--- src/rtl/param_fifo_if.sv ---
// param_fifo_if: push/pop data and status bundle between a FIFO and its user.
interface param_fifo_if #(
  parameter int WIDTH = 8,
  parameter int DEPTH = 16
);
  localparam int CW = $clog2(DEPTH) + 1;
  logic push;
  logic pop;
  logic clr_err;
  logic [WIDTH-1:0] din;
  logic [WIDTH-1:0] dout;
  logic full;
  logic empty;
  logic almost_full;
  logic almost_empty;
  logic [CW-1:0] count;
  logic overflow;
  logic underflow;
  modport slave (
    input  push, pop, clr_err, din,
    output dout, full, empty, almost_full, almost_empty, count, overflow, underflow
  );
  modport master (
    output push, pop, clr_err, din,
    input  dout, full, empty, almost_full, almost_empty, count, overflow, underflow
  );
endinterface

--- src/rtl/param_fifo.sv ---
// param_fifo: circular-buffer FIFO with registered flags, sticky errors and optional FWFT read.
module param_fifo #(
  parameter int WIDTH  = 8,
  parameter int DEPTH  = 16,
  parameter int AF_LVL = DEPTH - 2,
  parameter int AE_LVL = 2,
  parameter int FWFT   = 0
) (
  input logic clk,
  input logic rst,
  param_fifo_if.slave bus
);
  localparam int AW = $clog2(DEPTH);
  localparam int CW = AW + 1;
  logic [WIDTH-1:0] mem_q [DEPTH];
  logic [AW-1:0] wptr_q, rptr_q;
  logic [CW-1:0] count_q, count_d;
  logic [WIDTH-1:0] dout_q;
  logic full_q, empty_q, af_q, ae_q, ovf_q, unf_q;
  logic pop_ok, push_ok, ovf_d, unf_d;
  always_comb begin
    pop_ok  = bus.pop & ~empty_q;
    push_ok = bus.push & (~full_q | pop_ok);
    count_d = count_q + CW'(push_ok) - CW'(pop_ok);
    ovf_d   = (bus.push & ~push_ok) | (ovf_q & ~bus.clr_err);
    unf_d   = (bus.pop & empty_q) | (unf_q & ~bus.clr_err);
  end
  always_ff @(posedge clk) begin
    if (!rst && push_ok) mem_q[wptr_q] <= bus.din;
  end
  always_ff @(posedge clk) begin
    if (rst) begin
      wptr_q  <= '0;
      rptr_q  <= '0;
      count_q <= '0;
      dout_q  <= '0;
      full_q  <= 1'b0;
      empty_q <= 1'b1;
      af_q    <= 1'b0;
      ae_q    <= 1'b1;
      ovf_q   <= 1'b0;
      unf_q   <= 1'b0;
    end else begin
      if (push_ok) wptr_q <= wptr_q + AW'(1);
      if (pop_ok) begin
        rptr_q <= rptr_q + AW'(1);
        dout_q <= mem_q[rptr_q];
      end
      count_q <= count_d;
      full_q  <= count_d == CW'(DEPTH);
      empty_q <= count_d == '0;
      af_q    <= count_d >= CW'(AF_LVL);
      ae_q    <= count_d <= CW'(AE_LVL);
      ovf_q   <= ovf_d;
      unf_q   <= unf_d;
    end
  end
  // FWFT shows the head word combinationally; zero while empty keeps reset dout at 0
  assign bus.dout         = (FWFT != 0) ? (empty_q ? '0 : mem_q[rptr_q]) : dout_q;
  assign bus.full         = full_q;
  assign bus.empty        = empty_q;
  assign bus.almost_full  = af_q;
  assign bus.almost_empty = ae_q;
  assign bus.count        = count_q;
  assign bus.overflow     = ovf_q;
  assign bus.underflow    = unf_q;
endmodule

--- src/flat_wrapper.sv ---
// flat-port wrapper written by rule: the top's interface ports become plain ports
module param_fifo_flat 
#(
  parameter int WIDTH  = 8,
  parameter int DEPTH  = 16,
  parameter int AF_LVL = DEPTH - 2,
  parameter int AE_LVL = 2,
  parameter int FWFT   = 0
)
  (clk, rst, bus_push, bus_pop, bus_clr_err, bus_din, bus_dout, bus_full, bus_empty, bus_almost_full, bus_almost_empty, bus_count, bus_overflow, bus_underflow);
  param_fifo_if #(.WIDTH(WIDTH), .DEPTH(DEPTH)) bus_i ();
  input logic clk;
  input logic rst;
  input wire logic [$bits(bus_i.push)-1:0] bus_push;
  input wire logic [$bits(bus_i.pop)-1:0] bus_pop;
  input wire logic [$bits(bus_i.clr_err)-1:0] bus_clr_err;
  input wire logic [$bits(bus_i.din)-1:0] bus_din;
  output wire logic [$bits(bus_i.dout)-1:0] bus_dout;
  output wire logic [$bits(bus_i.full)-1:0] bus_full;
  output wire logic [$bits(bus_i.empty)-1:0] bus_empty;
  output wire logic [$bits(bus_i.almost_full)-1:0] bus_almost_full;
  output wire logic [$bits(bus_i.almost_empty)-1:0] bus_almost_empty;
  output wire logic [$bits(bus_i.count)-1:0] bus_count;
  output wire logic [$bits(bus_i.overflow)-1:0] bus_overflow;
  output wire logic [$bits(bus_i.underflow)-1:0] bus_underflow;
  assign bus_i.push = bus_push;
  assign bus_i.pop = bus_pop;
  assign bus_i.clr_err = bus_clr_err;
  assign bus_i.din = bus_din;
  assign bus_dout = bus_i.dout;
  assign bus_full = bus_i.full;
  assign bus_empty = bus_i.empty;
  assign bus_almost_full = bus_i.almost_full;
  assign bus_almost_empty = bus_i.almost_empty;
  assign bus_count = bus_i.count;
  assign bus_overflow = bus_i.overflow;
  assign bus_underflow = bus_i.underflow;
  param_fifo #(.WIDTH(WIDTH), .DEPTH(DEPTH), .AF_LVL(AF_LVL), .AE_LVL(AE_LVL), .FWFT(FWFT)) u_core (.clk(clk), .rst(rst), .bus(bus_i));
endmodule
--- config.mk ---
export PLATFORM = sky130hd
export DESIGN_NAME = param_fifo_flat
export DESIGN_NICKNAME = d
export VERILOG_FILES = /design/src/rtl/param_fifo_if.sv /design/src/rtl/param_fifo.sv /design/src/flat_wrapper.sv
export SDC_FILE = /design/constraint.sdc
export NUM_CORES = 1
export LEC_CHECK = 0
export CORE_MARGIN = 2
export CORE_UTILIZATION = 60
export DETAILED_ROUTE_END_ITERATION = 10
export PLACE_DENSITY = 0.77
export SYNTH_ARGS = -nofsm -noshare
export SYNTH_HDL_FRONTEND = slang
export SYNTH_SLANG_ARGS = --single-unit
--- constraint.sdc ---
create_clock -name clk -period 8.8 [get_ports clk]
set_input_delay 1.76 -clock clk [delete_from_list [all_inputs] [get_ports clk]]
set_output_delay 1.76 -clock clk [all_outputs]
set_load 0.02 [all_outputs]
==> impl_metrics.ini <==
[final_layout]
diodes = 0
instances_no_fill = 542
layout.nets = 420
area_delta_synth_final_pct = 15.63
layout_commonest_cell = edfxtp_1
nFillCells = 655
fin_area_mm2 = 0.007072
register_area_mm2 = 0.004385
drive_gt1_frac = 0.1369
final_cell_mix = 128 x edfxtp_1, 37 x mux2i_1, 33 x nor2_1, 31 x clkdlybuf4s50_1, 26 x dfxtp_1
multi_input_area_mm2 = 0.001607

[worst_setup_path]
r2r_setup_slack_ns = 5.75
worstPathRequired_ns = 9.22
timing.rr.end = u_core.bus.full
rr_startpoint = u_core.bus.empty
cp-end-kind = flip-flop
cp-start-kind = input pin
cp_top_family = adder cells
worstPathBufferInverterCount = 3
crit_top_cell = ha_1
slowest_stage = fa_1
critical_path_class = in2reg
cpPeakStageDelay_ns = 0.44
path_cells = clkdlybuf4s50_1 > nand2b_1 > clkinv_1 > ha_1 > inv_1 > ha_1 > fa_1 > a21o_1 > a21oi_1 > mux2_2 > and4_1
rr_worst_depth = 10
crit_arrival_ns = 4.71
crit_fanout = 8

[sta]
fin_crit_ns = 4.292
maxSlewHeadroom = 0.3606
rsz0062_at_grt = no
fin_worst_skew_ns = 0.008108
drv_slew = 0
fin_tns_setup_ns = 0
post-route-period-util = 0.4877
fmax_mhz = 233.0
setup_violations = 0
finalHoldWorstSlack_ns = 0.4928
hold_violations = 0
tightest_slew_ns = 0.9555

[clocking]
cts-root-buf = clkbuf_8
post_cts_buffers = 0
ctsHoldBuffers = 0
clk_pin_slew_ns = 0.06
cts_num_sinks = 155
cts_tree = built
cts-buffers-inserted = 17
clk_latency_ns = 0.53
ctsResizeCount = 0
htree_levels = 4
cts_max_path_buffers = 2

[floorplan]
rows = 36
core_area_mm2 = 0.009819
die_x_um = 105.0
die_area_mm2 = 0.01102
start_util = 0.6228
ios = 32
die_y_um = 105.0

[place]
placed_cell_area_mm2 = 0.006525
io_buffers = 31
place_hpwl_mm = 7.488
place_inst = 510
globalplace.congestion = 0.7989

[flow_run]
cap_violations = 0

[worst_hold_path]
holdPathEnd = u_core.bus.overflow
holdPathStages = 2
worstHoldStart = u_core.bus.overflow
hp-class = reg2reg

[power]
power.density_mw_per_mm2 = 259.3
p_leak_nw = 2.263
p_clk_frac = 0.367
peakVddDrop_uv = 168.0
combPwrFrac = 0.164
p_int_mw = 1.345
p_seq_frac = 0.469
swShare = 0.2667
p_switching_mw = 0.4891

[grt]
grtUsageMet2 = 0.3794
use_met1 = 0.3330
grt_max_degree = 31
met3_usage = 0.06613
grt_antenna_before_repair = 0
top_usage_layer = met2
grt-ovfl-total = 0
grt_pass1_wl_mm = 18.92
grtUsageTotal = 0.2392
grt_pass1_vias = 3282

[synth]
synth.area.top_cells = edfxtp_1 63%, dfxtp_1 8.8%, mux4_2 6.6%
synth-seq-cells = 155
synth_top_cell_by_area = edfxtp_1
synth_area_mm2 = 0.006116
yosysSeqAreaShare = 0.7169
synth_area_per_cell_um2 = 16.94
ys.warnings.count = 0
yosys.cell_types.count = 37
syn_nets = 385
synthCells = 361
synth_top_area_frac = 0.6285

[drt]
ant_nets = 0
drc = 0
dr.pass1.iters = 5
drt-initial-drc-count = 205
vias = 3266
wl_mm = 12.31
viasPerCell = 6.026
wl_per_cell_um = 22.70

[status]
status = complete, no violations
-- Yosys cell counts (all sizes together) --
master,number
edfxtp,128
mux2i,37
nor2,33
dfxtp,27
mux4,18
a22oi,16
buf,11
ha,10
inv,10
nand2,10
a32oi,8
o21ai,8
clkbuf,6
xor2,6
nor2b,5
xnor2,4
a21oi,3
a21o,2
a41o,2
mux2,2
o211ai,2
or3,2
a21boi,1
and2,1
and3,1
and4,1
clkinv,1
fa,1
nand2b,1
nand3,1
nand3b,1
nor3b,1
o22ai,1
-- layout make-up --
cell class	instances	area share
clock inverter	13	0.01628
timing repair buffer	33	0.04600
inverter	11	0.005839
sequential	155	0.6201
multi-input combinational	178	0.2272
clock buffer	19	0.06104
tap	133	0.02353
-- how the worst max path moves through the flow --
stage	cells after the start	slack (ns)	to	from
after floorplan	11	4.70	u_core.bus.full	bus_pop
after global placement	11	4.12	u_core.bus.full	bus_pop
after detailed placement	11	4.00	u_core.bus.full	bus_pop
after CTS	11	4.51	u_core.bus.full	bus_pop
after global routing	11	4.29	u_core.bus.full	bus_pop
final	11	4.51	u_core.bus.full	bus_pop
-- registers in the layout, summed over array words and instances (netlist names) --
name and cells:
u_core.bus.almost_empty 1, u_core.bus.almost_full 1, u_core.bus.count 5, u_core.bus.dout 8, u_core.bus.empty 1, u_core.bus.full 1
u_core.bus.overflow 1, u_core.bus.underflow 1, u_core.mem_q 128, u_core.rptr_q 4, u_core.wptr_q 4
-- per-stage QoR --
| stage | worst slack [ns] | util | power, mW |
|---|---|---|---|
| 3_5_place_dp | 3.996 | 0.6645 | 1.170 |
| 3_3_place_gp | 4.117 | 0.6645 | 1.162 |
| 2_1_floorplan | 4.698 | - | 1.063 |
| 6_report | 4.508 | 0.7202 | 1.834 |
| 5_1_grt | 4.294 | 0.7202 | 1.902 |
| 4_1_cts | 4.512 | 0.7202 | 1.839 |
-- power by group through the flow --
stage | logic (mW) | registers [mW] | clock network, mW
final | 0.300 | 0.860 | 0.673
after global placement | 0.288 | 0.874 | 0
after floorplan | 0.173 | 0.890 | 0
after global routing | 0.328 | 0.864 | 0.710
after CTS | 0.301 | 0.860 | 0.678
after detailed placement | 0.295 | 0.875 | 0
-- cell families (layout without fill, tap and decap cells) --
logic type,count (synthesis),in the layout,share of synthesized area
and+or+nand+nor,57,57,0.04215
AOI/OAI and AO/OA,43,43,0.05196
buffers and inverters,28,76,0.02046
xor gates and xnor gates,10,10,0.01432
muxes,57,57,0.1305
adders and majority gates,11,11,0.02373
DFF,155,155,0.7169
-- worst reg2reg max path, stage by stage (launching register included) --
cell	delay (ns)
dfxtp_1	0.37
nand2b_1	0.27
clkinv_1	0.29
ha_1	0.36
inv_1	0.04
ha_1	0.23
fa_1	0.44
a21o_1	0.18
a21oi_1	0.22
mux2_2	0.37
and4_1	0.18
-- per-layer routing --
layer / vias to the layer above / routed length, µm
li1: 1474 / -
met3: 13 / 650
met1: 1691 / 5337
met4: 0 / 132
met2: 88 / 6184
met5: - / 0
No activity file was read; power rests on OpenSTA's default activity.
